## src/rtl/conv_pkg.sv

```systemverilog
// Shared types and size helpers for the serial convolution-layer sequencer.
package conv_pkg;

    typedef enum logic [2:0] {
        S_IDLE  = 3'd0,
        S_RUN   = 3'd1,
        S_DRAIN = 3'd2,
        S_EMIT  = 3'd3,
        S_DONE  = 3'd4
    } state_e;

    // Address width for a range of n entries; a 1-entry range still needs one bit.
    function automatic int clog2_min1(input int n);
        int w;
        w = $clog2(n);
        return (w < 1) ? 1 : w;
    endfunction

    function automatic int out_dim(input int in_size, input int f_size, input int stride);
        return (in_size - f_size) / stride + 1;
    endfunction

    function automatic int num_taps(input int f_size);
        return f_size * f_size;
    endfunction

endpackage

```

## src/rtl/conv_addr_gen.sv

```systemverilog
// Kernel/position counters with incremental input, weight and bias address generation.
module conv_addr_gen
    import conv_pkg::*;
#(
    parameter int NUM_FILTERS = 16,
    parameter int INPUT_SIZE  = 28,
    parameter int FILTER_SIZE = 7,
    parameter int STRIDE      = 2,
    localparam int O  = out_dim(INPUT_SIZE, FILTER_SIZE, STRIDE),
    localparam int T  = num_taps(FILTER_SIZE),
    localparam int IW = clog2_min1(INPUT_SIZE * INPUT_SIZE),
    localparam int WW = clog2_min1(NUM_FILTERS * T),
    localparam int FW = clog2_min1(NUM_FILTERS),
    localparam int PW = clog2_min1(O * O)
) (
    input  logic          clk,
    input  logic          reset,
    input  logic          clear,
    input  logic          advance_tap,
    input  logic          advance_pos,
    output logic [IW-1:0] in_addr,
    output logic [WW-1:0] w_addr,
    output logic [FW-1:0] bias_addr,
    output logic [PW-1:0] pos_idx,
    output logic          tap_first,
    output logic          tap_last,
    output logic          pos_last
);

    localparam int KW = clog2_min1(FILTER_SIZE);
    localparam int OW = clog2_min1(O);
    localparam int TW = clog2_min1(T);

    localparam logic [KW-1:0] K_LAST   = KW'(FILTER_SIZE - 1);
    localparam logic [OW-1:0] O_LAST   = OW'(O - 1);
    localparam logic [FW-1:0] F_LAST   = FW'(NUM_FILTERS - 1);
    localparam logic [IW-1:0] IN_STEP  = IW'(INPUT_SIZE);
    localparam logic [IW-1:0] ROW_STEP = IW'(STRIDE * INPUT_SIZE);
    localparam logic [IW-1:0] COL_STEP = IW'(STRIDE);
    localparam logic [WW-1:0] T_STEP   = WW'(T);

    logic [KW-1:0] kc_q, kc_d, kr_q, kr_d;
    logic [OW-1:0] ox_q, ox_d, oy_q, oy_d;
    logic [FW-1:0] f_q, f_d;
    logic [PW-1:0] pos_q, pos_d;
    logic [TW-1:0] tap_q, tap_d;
    logic [IW-1:0] row_off_q, row_off_d, row_base_q, row_base_d, col_base_q, col_base_d;
    logic [WW-1:0] f_base_q, f_base_d;

    // Tap counters are never wrapped by advance_tap, so addresses hold after the last tap.
    always_comb begin
        kc_d       = kc_q;
        kr_d       = kr_q;
        ox_d       = ox_q;
        oy_d       = oy_q;
        f_d        = f_q;
        pos_d      = pos_q;
        tap_d      = tap_q;
        row_off_d  = row_off_q;
        row_base_d = row_base_q;
        col_base_d = col_base_q;
        f_base_d   = f_base_q;
        if (advance_pos) begin
            kc_d      = '0;
            kr_d      = '0;
            tap_d     = '0;
            row_off_d = '0;
            if (ox_q == O_LAST) begin
                ox_d       = '0;
                col_base_d = '0;
                if (oy_q == O_LAST) begin
                    oy_d       = '0;
                    row_base_d = '0;
                    pos_d      = '0;
                    f_d        = f_q + FW'(1);
                    f_base_d   = f_base_q + T_STEP;
                end else begin
                    oy_d       = oy_q + OW'(1);
                    row_base_d = row_base_q + ROW_STEP;
                    pos_d      = pos_q + PW'(1);
                end
            end else begin
                ox_d       = ox_q + OW'(1);
                col_base_d = col_base_q + COL_STEP;
                pos_d      = pos_q + PW'(1);
            end
        end else if (advance_tap) begin
            tap_d = tap_q + TW'(1);
            if (kc_q == K_LAST) begin
                kc_d      = '0;
                kr_d      = kr_q + KW'(1);
                row_off_d = row_off_q + IN_STEP;
            end else begin
                kc_d = kc_q + KW'(1);
            end
        end
    end

    always_ff @(posedge clk) begin
        if (reset || clear) begin
            kc_q       <= '0;
            kr_q       <= '0;
            ox_q       <= '0;
            oy_q       <= '0;
            f_q        <= '0;
            pos_q      <= '0;
            tap_q      <= '0;
            row_off_q  <= '0;
            row_base_q <= '0;
            col_base_q <= '0;
            f_base_q   <= '0;
        end else begin
            kc_q       <= kc_d;
            kr_q       <= kr_d;
            ox_q       <= ox_d;
            oy_q       <= oy_d;
            f_q        <= f_d;
            pos_q      <= pos_d;
            tap_q      <= tap_d;
            row_off_q  <= row_off_d;
            row_base_q <= row_base_d;
            col_base_q <= col_base_d;
            f_base_q   <= f_base_d;
        end
    end

    assign in_addr   = row_base_q + col_base_q + row_off_q + IW'(kc_q);
    assign w_addr    = f_base_q + WW'(tap_q);
    assign bias_addr = f_q;
    assign pos_idx   = pos_q;
    assign tap_first = (kr_q == '0) && (kc_q == '0);
    assign tap_last  = (kr_q == K_LAST) && (kc_q == K_LAST);
    assign pos_last  = (f_q == F_LAST) && (oy_q == O_LAST) && (ox_q == O_LAST);

endmodule

```

## src/rtl/conv_layer_ctrl.sv

```systemverilog
// Serial convolution-layer sequencer: one shared MAC walks filter, row, column and tap.
module conv_layer_ctrl
    import conv_pkg::*;
#(
    parameter int NUM_FILTERS = 16,
    parameter int INPUT_SIZE  = 28,
    parameter int FILTER_SIZE = 7,
    parameter int STRIDE      = 2,
    localparam int O  = out_dim(INPUT_SIZE, FILTER_SIZE, STRIDE),
    localparam int T  = num_taps(FILTER_SIZE),
    localparam int IW = clog2_min1(INPUT_SIZE * INPUT_SIZE),
    localparam int WW = clog2_min1(NUM_FILTERS * T),
    localparam int FW = clog2_min1(NUM_FILTERS),
    localparam int PW = clog2_min1(O * O)
) (
    input  logic          clk,
    input  logic          reset,
    input  logic          start,
    output logic          busy,
    output logic          done,
    output logic [IW-1:0] in_addr,
    output logic [WW-1:0] w_addr,
    output logic [FW-1:0] bias_addr,
    output logic          mac_en,
    output logic          mac_clr,
    output logic          mac_last,
    output logic          out_valid,
    input  logic          out_ready,
    output logic [FW-1:0] out_filter,
    output logic [PW-1:0] out_pos,
    output state_e        state_dbg
);

    state_e state_q;
    logic   busy_q, done_q, mac_en_q, mac_clr_q, mac_last_q, out_valid_q;
    logic   tap_first, tap_last, pos_last;
    logic   clear, advance_tap, advance_pos;

    assign clear       = (state_q == S_IDLE) && start;
    assign advance_tap = (state_q == S_RUN) && !tap_last;
    assign advance_pos = (state_q == S_EMIT) && out_ready && !pos_last;

    conv_addr_gen #(
        .NUM_FILTERS (NUM_FILTERS),
        .INPUT_SIZE  (INPUT_SIZE),
        .FILTER_SIZE (FILTER_SIZE),
        .STRIDE      (STRIDE)
    ) u_addr_gen (
        .clk         (clk),
        .reset       (reset),
        .clear       (clear),
        .advance_tap (advance_tap),
        .advance_pos (advance_pos),
        .in_addr     (in_addr),
        .w_addr      (w_addr),
        .bias_addr   (bias_addr),
        .pos_idx     (out_pos),
        .tap_first   (tap_first),
        .tap_last    (tap_last),
        .pos_last    (pos_last)
    );

    // Output handshake: out_valid stays high with out_filter/out_pos frozen until a
    // cycle where out_ready is also high; that cycle is the transfer, and out_valid
    // drops on the following edge. out_ready is ignored while out_valid is low.
    always_ff @(posedge clk) begin
        if (reset) begin
            state_q     <= S_IDLE;
            busy_q      <= 1'b0;
            done_q      <= 1'b0;
            mac_en_q    <= 1'b0;
            mac_clr_q   <= 1'b0;
            mac_last_q  <= 1'b0;
            out_valid_q <= 1'b0;
        end else begin
            // Strobes trail the address issue cycle by one to line up with read data.
            mac_en_q   <= (state_q == S_RUN);
            mac_clr_q  <= (state_q == S_RUN) && tap_first;
            mac_last_q <= (state_q == S_RUN) && tap_last;
            done_q     <= 1'b0;
            case (state_q)
                S_IDLE: begin
                    if (start) begin
                        state_q <= S_RUN;
                        busy_q  <= 1'b1;
                    end
                end
                S_RUN: begin
                    if (tap_last) state_q <= S_DRAIN;
                end
                S_DRAIN: begin
                    state_q     <= S_EMIT;
                    out_valid_q <= 1'b1;
                end
                S_EMIT: begin
                    if (out_ready) begin
                        out_valid_q <= 1'b0;
                        if (pos_last) begin
                            state_q <= S_DONE;
                            done_q  <= 1'b1;
                        end else begin
                            state_q <= S_RUN;
                        end
                    end
                end
                S_DONE: begin
                    state_q <= S_IDLE;
                    busy_q  <= 1'b0;
                end
                default: begin
                    state_q     <= S_IDLE;
                    busy_q      <= 1'b0;
                    out_valid_q <= 1'b0;
                end
            endcase
        end
    end

    assign busy       = busy_q;
    assign done       = done_q;
    assign mac_en     = mac_en_q;
    assign mac_clr    = mac_clr_q;
    assign mac_last   = mac_last_q;
    assign out_valid  = out_valid_q;
    assign out_filter = bias_addr;
    assign state_dbg  = state_q;

endmodule

```

## config.mk

```make
export PLATFORM = sky130hd
export DESIGN_NAME = conv_layer_ctrl
export DESIGN_NICKNAME = d
export VERILOG_FILES = /design/src/rtl/conv_pkg.sv /design/src/rtl/conv_addr_gen.sv /design/src/rtl/conv_layer_ctrl.sv
export SDC_FILE = /design/constraint.sdc
export NUM_CORES = 1
export LEC_CHECK = 0
export ABC_AREA = 1
export BUFFER_PORTS_ARGS = -buffer_cell sky130_fd_sc_hd__buf_4
export CORE_MARGIN = 2
export CORE_UTILIZATION = 64
export DETAILED_ROUTE_END_ITERATION = 10
export PLACE_DENSITY_LB_ADDON = 0.2
export SYNTH_ARGS = -nofsm -noshare
export SYNTH_HDL_FRONTEND = slang
export SYNTH_SLANG_ARGS = --single-unit
```

## constraint.sdc

```tcl
create_clock -name clk -period 7.9 [get_ports clk]
set_input_delay 2.37 -clock clk [delete_from_list [all_inputs] [get_ports clk]]
set_output_delay 2.37 -clock clk [all_outputs]
set_load 0.05 [all_outputs]
```

==> run summary <==
Outcome
* **outcome** completed

Logic synthesis
* **synthesized-area fraction occupied by ao, oa, aoi and oai cells** 11.18%
* **dominant cell by count in the synthesized netlist** nand2_1
* **area fraction in and, or, nand and nor cells after synthesis** 29.55%
* **predominant post-synthesis flop cell** dfxtp_1
* **post-synthesis share of cell area spent on full adders, half adders and majority gates** 12.50%
* **number of storage elements in the synthesis netlist** 74
* **async set-reset flop share out of synthesis** 0%
* **cell type with the largest total area after synthesis** dfxtp_1
* **xor-xnor portion of the synthesized cell area** 5.657%
* **Unique masters post-synth** 40
* **count of yosys warnings during synthesis** 0
* **post-synthesis area per instance** 7.102 µm²
* **sequential fraction of the synthesis area** 31.90%
* **summed instance area of the synthesized netlist** 4644 µm²
* **EDFF count, synth** 0
* **mux share of post-synthesis cell area** 0.2155%
* **Post-synth top cells** nand2_1, inv_1, dfxtp_1, nor2_1, a21oi_1
* **Post-Syn Nets** 699
* **combinational family with the most area after synthesis** simple AND/OR/NAND/NOR gates
* **number of instances in the synthesized netlist** 654
* **top-area cell type share of the netlist area** 31.90%
* **most area-consuming cells after synthesis** dfxtp_1, nand2_1, ha_1, a21oi_1, inv_1

Power and ir drop
* **final total power** 829.1 µW
* **Pwr Density** 157.5 nW/µm²
* **Leak Pwr** 0.002526 µW
* **maximum resistive drop on vdd** 152.4 µV

Clocking
* **maximum level of the CTS H-tree** 3
* **number of buffers added by the clock tree synthesis step** 9
* **clk root buf** clkbuf_8
* **Hold Buf Count CTS** 0
* **post-CTS setup buffer count** 0
* **cells resized by post-CTS repair** 0
* **number of sinks on the clock net** 74
* **worst-skew pair later-pin latency** 0.36 ns
* **clock transition at the register clock pins on the worst setup and hold paths after CTS** 0.08 ns
* **TritonCTS clock tree** yes
* **buffer depth of the longest clock path** 2

Global route
* **pin count of the biggest net entering global routing** 26
* **remaining global-route overflow** 0
* **via count of the first global-routing pass** 3864
* **global-route wire length before repair** 17050 µm
* **number of antenna violations at the first check in global routing** 0
* **GRT Total Usage** 27.51%

Worst setup path
* **Worst path max stage delay** 0.55 ns
* **CP Max Fanout** 5
* **chain of cells forming the critical path** inv_1 -> fa_1 -> inv_1 -> ha_1 -> ha_1 -> nand3_1 -> nand2_1 -> nand2_1 -> a21boi_0 -> nor2_1 -> nand2_1 -> nand2_1 -> buf_4
* **sort of element at the start of the critical path** register
* **worst path arrival time** 2.95 ns
* **startpoint-to-endpoint class of the critical path** reg2out
* **worst-path cell with the longest stage delay** fa_1
* **kind of capture point of the worst setup path** output pin
* **cell repeated most along the worst path** nand2_1
* **Crit path required time** 5.53 ns

STA
* **maximum clock frequency** 187.9 MHz
* **Tcrit/Tclk final** 67.36%
* **transition time of the tightest slew-check pin** 0.6406 ns
* **worst-case headroom to the max-slew limit** 57.16%
* **RSZ-0062 raised after global routing** no
* **number of pins exceeding their max-slew limit in the final report** 0
* **Hold Vio Cnt, Final** 0
* **total negative setup slack** 0 ns
* **endpoints failing setup** 0
* **Setup Skew** 0.01030 ns
* **final critical path time including I/O delays and setup** 5.321 ns

Drt
* **Pre-antenna DRT Iters** 5
* **met2 layer wire length in the routed design** 5375 µm
* **WL/cell** 13.15 µm
* **Antenna Nets Post-Route** 0
* **remaining routing DRC violations** 0
* **vias per std cell** 5.314
* **met1 wire length** 4476 µm
* **routed wl met3** 476 µm
* **Initial DRC Count** 231
* **final routed wirelength across all metal layers** 10520 µm
* **total number of vias** 4251
* **Top Metal Used** met4

Finish
* **multi-input combinational cell area** 2749 µm²
* **share of cells above drive strength 1** 11.98%
* **diode count** 0
* **Post-Layout Cell Count** 800
* **net count of the finished layout** 741
* **Synth-to-Final Area Change** 13.31%
* **fill cell instance count of the final layout** 575
* **area of all sequential standard cells** 1481 µm²

Die
* **Cell Rows** 31
* **Die Width** 89.19 µm
* **IO Count** 48
* **overall die area** 7954 µm²
* **core area** 7137 µm²
* **initial cell density of the core** 65.08%
* **height of the die** 89.19 µm

Place
* **number of cells in the design after placement** 784
* **gpl congestion** 0.8691
* **I/O Buffers** 47
* **detailed-placement wirelength estimate** 7705 µm

Hold path
* **Hold/Removal Path Class** reg2reg

Job
* **total of max-cap violations** 0

## cells in the final DEF (no fill, tap or decap), types with 3 or more instances in the layout
master	instances
nand2_1	163
inv_1	80
dfxtp_1	74
nor2_1	68
a21oi_1	64
buf_4	48
nand3_1	40
ha_1	32
o21ai_0	23
xor2_1	21
clkbuf_8	11
nor3_1	10
xnor2_1	9
fa_1	9
nand4_1	6
or2_2	3
o21bai_1	3
nand2_2	3
inv_2	3
nand3b_1	3
## per-stage QoR
step	cell area, µm²	setup slack [ns]	hold WS, ns	utilization (%)
2_1_floorplan	4644	2.825	0.4504	-
3_3_place_gp	5026	3.067	0.4672	70.42
3_5_place_dp	5026	2.991	0.4789	70.42
4_1_cts	5263	2.588	0.4906	73.74
5_1_grt	5263	2.372	0.5127	73.74
6_report	5263	2.579	0.4887	73.74
## cell families (layout without fill, tap and decap cells)
logic type,count (synthesis),in the layout
compound gates,99,99
fa+ha+maj,41,41
mux,1,1
simple gates,308,308
other cells,1,1
xor+xnor,30,30
buf+inv,100,147
flops,74,74
## where the power goes
| group | total, µW | internal [µW] | switching [µW] |
|---|---|---|---|
| Clock | 342 | 197 | 146 |
| Sequential | 388 | 380 | 7.73 |
| Combinational | 99.2 | 25.9 | 73.3 |
| Total | 829 | 603 | 227 |
## cell type report
cell class                      count  area share [%]
Clock buffer                       11           2.877
Clock inverter                      5           1.617
Inverter                           83           5.920
Multi-Input combinational cell    480           52.23
Sequential cell                    74           28.15
Tap cell                           99           2.354
Timing Repair Buffer               48           6.847
## per-layer routing
layer,vias up,track usage (%)
met5,-,0
met4,0,8.412
met3,20,5.633
met2,95,48.69
met1,1958,33.62
li1,2178,-
## state kept, by name (all words and copies together) (netlist names)
register / cells
u_addr_gen.f_base_q: 10
u_addr_gen.col_base_q: 9
state_dbg: 3
u_addr_gen.oy_q: 4
u_addr_gen.row_base_q: 7
u_addr_gen.kr_q: 3
u_addr_gen.row_off_q: 8
mac_en: 1
busy: 1
mac_clr: 1
mac_last: 1
done: 1
out_valid: 1
u_addr_gen.ox_q: 4
u_addr_gen.tap_q: 6
u_addr_gen.pos_idx: 7
u_addr_gen.kc_q: 3
u_addr_gen.bias_addr: 4
## critical path: cells and delay by family, from the launching register on
kind | cells | cell delay (ns)
adders and majority gates | 3 | 1.21
buffers and inverters | 3 | 0.33
and+or+nand+nor | 6 | 0.43
DFF | 1 | 0.39
AOI/OAI and AO/OA | 1 | 0.22
## final timing paths
| check | startpoint | endpoint | slack (ns) | cells past startpoint |
|---|---|---|---|---|
| setup / recovery | u_addr_gen.col_base_q[5]$_SDFFE_PP0P_ | in_addr[8] | 2.58 | 13 |
| hold / removal | u_addr_gen.oy_q[2]$_SDFFE_PP0P_ | u_addr_gen.oy_q[2]$_SDFFE_PP0P_ | 0.49 | 2 |
| setup reg to reg | state_dbg[0]$_SDFFE_PP0P_ | u_addr_gen.pos_idx[5]$_SDFFE_PP0P_ | 5.76 | 11 |
| hold reg to reg | u_addr_gen.oy_q[2]$_SDFFE_PP0P_ | u_addr_gen.oy_q[2]$_SDFFE_PP0P_ | 0.49 | 2 |
(Power assumes the default switching activity.)
